File: config.mk
export PLATFORM = sky130hd
export DESIGN_NAME = serial_word_deserializer
export DESIGN_NICKNAME = d
export VERILOG_FILES = /design/src/rtl/kl10_serial_pkg.sv /design/src/rtl/serial_shift_in_reg.sv /design/src/rtl/serial_word_deserializer.sv
export SDC_FILE = /design/constraint.sdc
export NUM_CORES = 1
export LEC_CHECK = 0
export CORE_MARGIN = 2
export CORE_UTILIZATION = 25
export CTS_CLUSTER_DIAMETER = 200
export CTS_CLUSTER_SIZE = 25
export DETAILED_ROUTE_END_ITERATION = 8
export PLACE_DENSITY = 0.47
export SYNTH_ARGS = -nofsm -noshare
export SYNTH_HDL_FRONTEND = slang
export SYNTH_HIERARCHICAL = 1
export SYNTH_SLANG_ARGS = --single-unit
File: constraint.sdc
create_clock -name CLK -period 2.25 [get_ports CLK]
set_input_delay 0.225 -clock CLK [delete_from_list [all_inputs] [get_ports CLK]]
set_output_delay 0.225 -clock CLK [all_outputs]
set_load 0.1 [all_outputs]
File: src/rtl/kl10_serial_pkg.sv
`default_nettype none
// ============================================================================
// Module      : kl10_serial_pkg
// Description : Shared types and helpers for the KL10 serial word link receive
//               path: deserializer FSM state type and bit-counter sizing.
// Contents    : des_state_t  - IDLE (no word in progress) / SHIFT (partial word)
//               cnt_width()  - bits needed to count 0..width inclusive
// Revision    : 1.0 - initial release
// ============================================================================
package kl10_serial_pkg;

  typedef enum logic {
    DES_IDLE  = 1'b0,
    DES_SHIFT = 1'b1
  } des_state_t;

  // Counter must be able to hold the value WIDTH itself.
  function automatic int unsigned cnt_width(input int unsigned width);
    return $clog2(width + 1);
  endfunction

endpackage : kl10_serial_pkg
`default_nettype wire

File: src/rtl/serial_shift_in_reg.sv
`default_nettype none
// ============================================================================
// Module      : serial_shift_in_reg
// Description : Assembly shift register for the serial word receiver. Shifts
//               one bit per enabled cycle; CLRLOAD discards the old contents
//               so the incoming bit becomes the first bit of a fresh word.
// Ports       : CLK      in  1      clock, posedge
//               RESET    in  1      synchronous active-high reset
//               SIN      in  1      serial data bit
//               EN       in  1      shift enable
//               CLRLOAD  in  1      with EN: clear then shift SIN in
//               Q        out WIDTH  assembly register [0:WIDTH-1]
// Revision    : 1.0 - initial release
// ============================================================================
module serial_shift_in_reg
  import kl10_serial_pkg::*;
#(
  parameter int unsigned WIDTH     = 36,
  parameter bit          MSB_FIRST = 1'b1
) (
  input  logic             CLK,
  input  logic             RESET,
  input  logic             SIN,
  input  logic             EN,
  input  logic             CLRLOAD,
  output logic [0:WIDTH-1] Q
);

  logic [0:WIDTH-1] asm_q;
  logic [0:WIDTH-1] asm_d;
  logic [0:WIDTH-1] base;

  assign base = CLRLOAD ? '0 : asm_q;

  generate
    if (WIDTH == 1) begin : g_single
      assign asm_d = SIN;
    end else if (MSB_FIRST) begin : g_msb_first
      // First bit travels toward index 0 as later bits arrive.
      assign asm_d = {base[1:WIDTH-1], SIN};
    end else begin : g_lsb_first
      // First bit travels toward index WIDTH-1 as later bits arrive.
      assign asm_d = {SIN, base[0:WIDTH-2]};
    end
  endgenerate

  always_ff @(posedge CLK) begin
    if (RESET) begin
      asm_q <= '0;
    end else if (EN) begin
      asm_q <= asm_d;
    end
  end

  assign Q = asm_q;

endmodule : serial_shift_in_reg
`default_nettype wire

File: src/rtl/serial_word_deserializer.sv
`default_nettype none
// ============================================================================
// Module      : serial_word_deserializer
// Description : Receive end of the serial word link. Collects a FRAME-marked
//               serial bit stream into a WIDTH-bit word and presents it on a
//               valid/ready output with one holding register, so the next
//               word can assemble while the previous one waits.
// Ports       : CLK       in  1      clock, posedge
//               RESET     in  1      synchronous active-high reset
//               SIN       in  1      serial data bit
//               SEN       in  1      shift enable, one bit per SEN cycle
//               FRAME     in  1      start of frame (qualified by SEN)
//               Q         out WIDTH  assembled word [0:WIDTH-1], bit 0 = MSB
//               QVALID    out 1      Q holds an undelivered word
//               QREADY    in  1      consumer accepts Q on QVALID&&QREADY
//               OVERRUN   out 1      sticky: completed word dropped
//               FRAMEERR  out 1      sticky: FRAME with partial word pending
//               CLR_ERR   in  1      clears the sticky flags
// Revision    : 1.0 - initial release
// ============================================================================
module serial_word_deserializer
  import kl10_serial_pkg::*;
#(
  parameter int unsigned WIDTH     = 36,
  parameter bit          MSB_FIRST = 1'b1
) (
  input  logic             CLK,
  input  logic             RESET,
  input  logic             SIN,
  input  logic             SEN,
  input  logic             FRAME,
  output logic [0:WIDTH-1] Q,
  output logic             QVALID,
  input  logic             QREADY,
  output logic             OVERRUN,
  output logic             FRAMEERR,
  input  logic             CLR_ERR
);

  localparam int unsigned     CW     = cnt_width(WIDTH);
  localparam logic [CW-1:0]   C_LAST = CW'(WIDTH - 1);

  des_state_t       state_q, state_d;
  logic [CW-1:0]    cnt_q, cnt_d;
  logic [0:WIDTH-1] q_q, q_d;
  logic             qvalid_q, qvalid_d;
  logic             ovr_q, ovr_d;
  logic             ferr_q, ferr_d;

  logic [0:WIDTH-1] asm;
  logic [0:WIDTH-1] word;
  logic             frame_start;
  logic             shift_bit;
  logic             complete;
  logic             load_out;
  logic             drop_word;
  logic             ferr_set;

  assign frame_start = SEN & FRAME;
  assign shift_bit   = SEN & ~FRAME & (state_q == DES_SHIFT);
  assign ferr_set    = frame_start & (state_q == DES_SHIFT);

  serial_shift_in_reg #(
    .WIDTH     (WIDTH),
    .MSB_FIRST (MSB_FIRST)
  ) u_asm (
    .CLK     (CLK),
    .RESET   (RESET),
    .SIN     (SIN),
    .EN      (frame_start | shift_bit),
    .CLRLOAD (frame_start),
    .Q       (asm)
  );

  // The completed word is the assembly register after this edge's shift,
  // rebuilt here so it can land in Q on the same edge as its last bit.
  generate
    if (WIDTH == 1) begin : g_word_single
      assign word = SIN;
    end else if (MSB_FIRST) begin : g_word_msb_first
      assign word = {asm[1:WIDTH-1], SIN};
    end else begin : g_word_lsb_first
      assign word = {SIN, asm[0:WIDTH-2]};
    end
  endgenerate

  always_comb begin
    state_d  = state_q;
    cnt_d    = cnt_q;
    complete = 1'b0;
    if (frame_start) begin
      if (WIDTH == 1) begin
        complete = 1'b1;
        state_d  = DES_IDLE;
        cnt_d    = '0;
      end else begin
        state_d = DES_SHIFT;
        cnt_d   = CW'(1);
      end
    end else if (shift_bit) begin
      if (cnt_q == C_LAST) begin
        complete = 1'b1;
        state_d  = DES_IDLE;
        cnt_d    = '0;
      end else begin
        cnt_d = cnt_q + CW'(1);
      end
    end
  end

  // An accept on the completion edge frees the holding register in time.
  assign load_out  = complete & (~qvalid_q | QREADY);
  assign drop_word = complete & qvalid_q & ~QREADY;

  always_comb begin
    q_d      = load_out ? word : q_q;
    qvalid_d = qvalid_q;
    if (load_out) begin
      qvalid_d = 1'b1;
    end else if (qvalid_q & QREADY) begin
      qvalid_d = 1'b0;
    end
    // A new error in the clear cycle still sets the flag.
    ovr_d  = (ovr_q  & ~CLR_ERR) | drop_word;
    ferr_d = (ferr_q & ~CLR_ERR) | ferr_set;
  end

  always_ff @(posedge CLK) begin
    if (RESET) begin
      state_q  <= DES_IDLE;
      cnt_q    <= '0;
      q_q      <= '0;
      qvalid_q <= 1'b0;
      ovr_q    <= 1'b0;
      ferr_q   <= 1'b0;
    end else begin
      state_q  <= state_d;
      cnt_q    <= cnt_d;
      q_q      <= q_d;
      qvalid_q <= qvalid_d;
      ovr_q    <= ovr_d;
      ferr_q   <= ferr_d;
    end
  end

  assign Q        = q_q;
  assign QVALID   = qvalid_q;
  assign OVERRUN  = ovr_q;
  assign FRAMEERR = ferr_q;

endmodule : serial_word_deserializer
`default_nettype wire

=== Word-level counts from Yosys, hierarchy flattened ===
Index checks and enable logic that the tools add are counted.

* Word-level logic and storage cells: 45
* Bits in writable memories: 0
* Memories: 0
* Bits in registers: 81
* Input bits: 7
* Latch bits: 0
* Output and inout bits: 39
* ROM bits: 0

* Shift-type cells: 0
* Multiply operators: 0
* $lt $le $gt $ge: 0
* Muxes and demuxes: 12
* Bitwise operators: 18
* Div/mod/pow operators: 0
* Equality and inequality tests: 1
* Add/subtract/negate cells: 1
* Reduce and logical (&&, ||, !) cells: 5

{| class="wikitable"
|+ Operators by type and width
! operator !! count
|-
| $mux 34 || 1
|-
| $and 1x1->1 || 10
|-
| $mux 1 || 10
|-
| $add 6x1->6 const B || 1
|-
| $eq 6x6->1 const B || 1
|-
| $mux 6 || 1
|-
| $reduce_bool 2->1 || 3
|-
| $not 1->1 || 4
|-
| $or 1x1->1 || 4
|-
| $reduce_and 2->1 || 1
|-
| $reduce_or 2->1 || 1
|}

=== Longest topological paths before layout ===
* Word-level depth: 8
* Mapped depth: 6
* Depth with buffers taken out: 4

=== By module ===
The synthesis kept the hierarchy.

{| class="wikitable"
|+ By module, submodules not included
! module !! instances !! sequential area each (um2) !! cells an instance !! area an instance (um2)
|-
| serial_word_deserializer || 1 || 920.9 || 214 || 2145.8
|-
| serial_shift_in_reg || 1 || 720.7 || 160 || 1487.7
|}

=== Least setup slack after synthesis ===
Ideal clock, no wire load.

* Path kind: register to register
* From: register cnt_q[0]
* To: register Q[0] (netlist name)
* Slack: 0.387 ns
* Data arrival time: 1.791 ns
* Period minus slack after synthesis: 1.863 ns
* Library setup time: 0.072 ns
* Data required time: 2.178 ns
* Cell stages (with the launch flop): 7
* Path buffers: 2
* Cells stage by stage: dfxtp_1 ha_1 or4b_4 nor4b_4 buf_6 buf_12 mux2i_1

{| class="wikitable"
|+ RTL lines
! what !! line !! RTL
|-
| start: declaration || serial_word_deserializer.sv:44 || <nowiki>logic [CW-1:0] cnt_q, cnt_d;</nowiki>
|-
| start signal: assignment || serial_word_deserializer.sv:138 || <nowiki>cnt_q <= cnt_d;</nowiki>
|}

==> flow_summary.toml <==
[run_status]
status = "complete, no violations"

[power_and_ir_drop]
ir_worst_vdd_v = 0.000408
power.density_mw_per_mm2 = 709
p_leak_nw = 1.37

[worst_setup_path]
cpPeakStageDelay_ns = 0.51
cp.required_ns = 2.51
cp-start-kind = "flip-flop"
cp_max_fo = 36
critical_path.cell_chain = "ha_1 -> or4b_4 -> nor4b_4 -> buf_12 -> mux2i_1"
worstSetupPathType = "reg -> reg"
crit_arrival_ns = 2.33
crit_path_top_delay_cell = "or4b_4"
crit_path_end_kind = "flip-flop"

[clock_network]
cts_root_buf = "clkbuf_16"
path_clk_slew_ns = 0.06
cts_resized = 0
holdBufCountCts = 0
clk_path_buf_depth = 2
postCtsSetupRepairBufs = 0
clk_latency_ns = 0.33
numCtsBuffers = 9
clock_sinks = 81
cts_tree = "built"
htreeDepth = 3

[timing]
drv_slew = 0
max_freq_mhz = 483
clock_skew_ns = 0.00449
fin_tns_setup_ns = 0
worst_slack_ns = 0.179
worst_slew_pin_slew_ns = 0.757
period_share = 0.920
rsz0062_at_grt = "false"
setup_violations = 0
layout_min_cycle_time_ns = 2.07
relSlewSlack = 0.495
hold_viol_final = 0

[floorplan]
fp.dieArea_sq_mm = 0.0154
start_util = 0.257
rows = 43
die_x_um = 124
core_area_sq_mm = 0.0140
die_y_um = 124
io_pins = 46

[global_routing]
grt_usage = 0.0963
grt_max_degree = 70
grt.overflow.total = 0
antenna_found_initial = 0
grt_pass1_wl_mm = 11.5
grt_pass1_vias = 2346

[synth]
yosysWarnings = 6
synthesis.nets = 378
avgSynthCellArea_sq_um = 9.72
synthCells = 370
synthesis.area_sq_mm = 0.00360

[layout]
area_delta_synth_final_pct = 20.7
fillers = 1462
diodes = 0
final_layout_size_suffix_gt1_frac = 0.187
multi_input_area_sq_mm = 0.00164
fin_nets = 410
seqCellArea_sq_mm = 0.00162

[detailed_routing]
drt-initial-drc-count = 143
drtPass1Iterations = 4
vias = 2510
routed_via_density = 4.28
routedWlPerCell_um = 11.6
drt_wl_total_mm = 6.83
drcViolationCount = 0
ant_nets = 0

[place]
pre_cts_ws_ns = 0.179
dp_hpwl_mm = 4.22
routabilityCongestion = 0.696
io_buffers = 45

[min_path]
hp-class = "in -> reg"

[flow_run]
maxCapViolCount = 0
[worst max-delay path: cells and delay by family (launching register included)]
kind                       cells  cell delay [ns]
DFF                            1             0.40
muxes                          1             0.23
adders and majority gates      1             0.21
and+or+nand+nor                2             0.83
buffers and inverters          1             0.31
[final timing paths]
check	startpoint	to	slack, ns	depth (start not counted)
max	cnt_q[0]	Q[1]	0.18	5
min	RESET	QVALID	0.25	2
max reg2reg	cnt_q[0]	Q[1]	0.18	5
min reg2reg	u_asm/Q[1]	Q[0]	0.47	2
[metrics by stage]
stage | area [sq um] | instances | total power, mW | hold slack [ns] | util
after floorplan | 3600 | 370 | 1.58 | 0.372 | -
final | 4340 | 587 | 3.08 | 0.246 | 0.310
after CTS | 4340 | 587 | 3.15 | 0.241 | 0.310
after detailed placement | 4030 | 571 | 1.61 | 0.462 | 0.288
after global routing | 4340 | 587 | 3.22 | 0.254 | 0.310
after global placement | 4030 | 571 | 1.61 | 0.460 | 0.288
[flip-flops by register name, summed over array words and instances (netlist names)]
name	cells
QVALID	1
OVERRUN	1
u_asm/Q	35
cnt_q	6
Q	36
FRAMEERR	1
state_q	1
[cell type report]
| class | count | area share |
|---|---|---|
| Timing Repair Buffer | 49 | 0.0934 |
| Clock inverter | 2 | 0.00807 |
| Inverter | 38 | 0.0329 |
| Multi-Input combinational cell | 223 | 0.377 |
| Clock buffer | 14 | 0.0631 |
| Tap cell | 180 | 0.0519 |
| Sequential cell | 81 | 0.374 |
[layer usage]
layer  GRT usage  vias to the layer above  part of all wire
met5           0                        -                 0
met4      0.0316                        0             0.013
met3      0.0412                        8             0.046
met2       0.145                       39              0.45
met1       0.124                     1155              0.49
li1            -                     1308                 -
[where the power goes]
part | switching (mW) | leakage (nW) | internal, mW
sequential | 0.00570 | 0.653 | 1.44
combinational | 0.0832 | 0.561 | 0.0507
clock | 0.551 | 0.153 | 0.949
total | 0.640 | 1.37 | 2.44
[placed cells by master, fill, tap and decap left out, types with 2 or more instances in the layout]
cell type         n
dfxtp_1          81
nand2b_1         75
nand2_1          42
buf_4            42
inv_1            37
mux2i_1          37
o32ai_1          24
o32ai_2          10
clkbuf_16         9
a21oi_1           7
clkdlybuf4s50_1   5
nor2_1            3
or3_1             3
clkbuf_8          3
o21ai_0           2
o31ai_1           2
clkbuf_1          2
buf_12            2
Note: power is estimated with default switching activity, not from simulation.
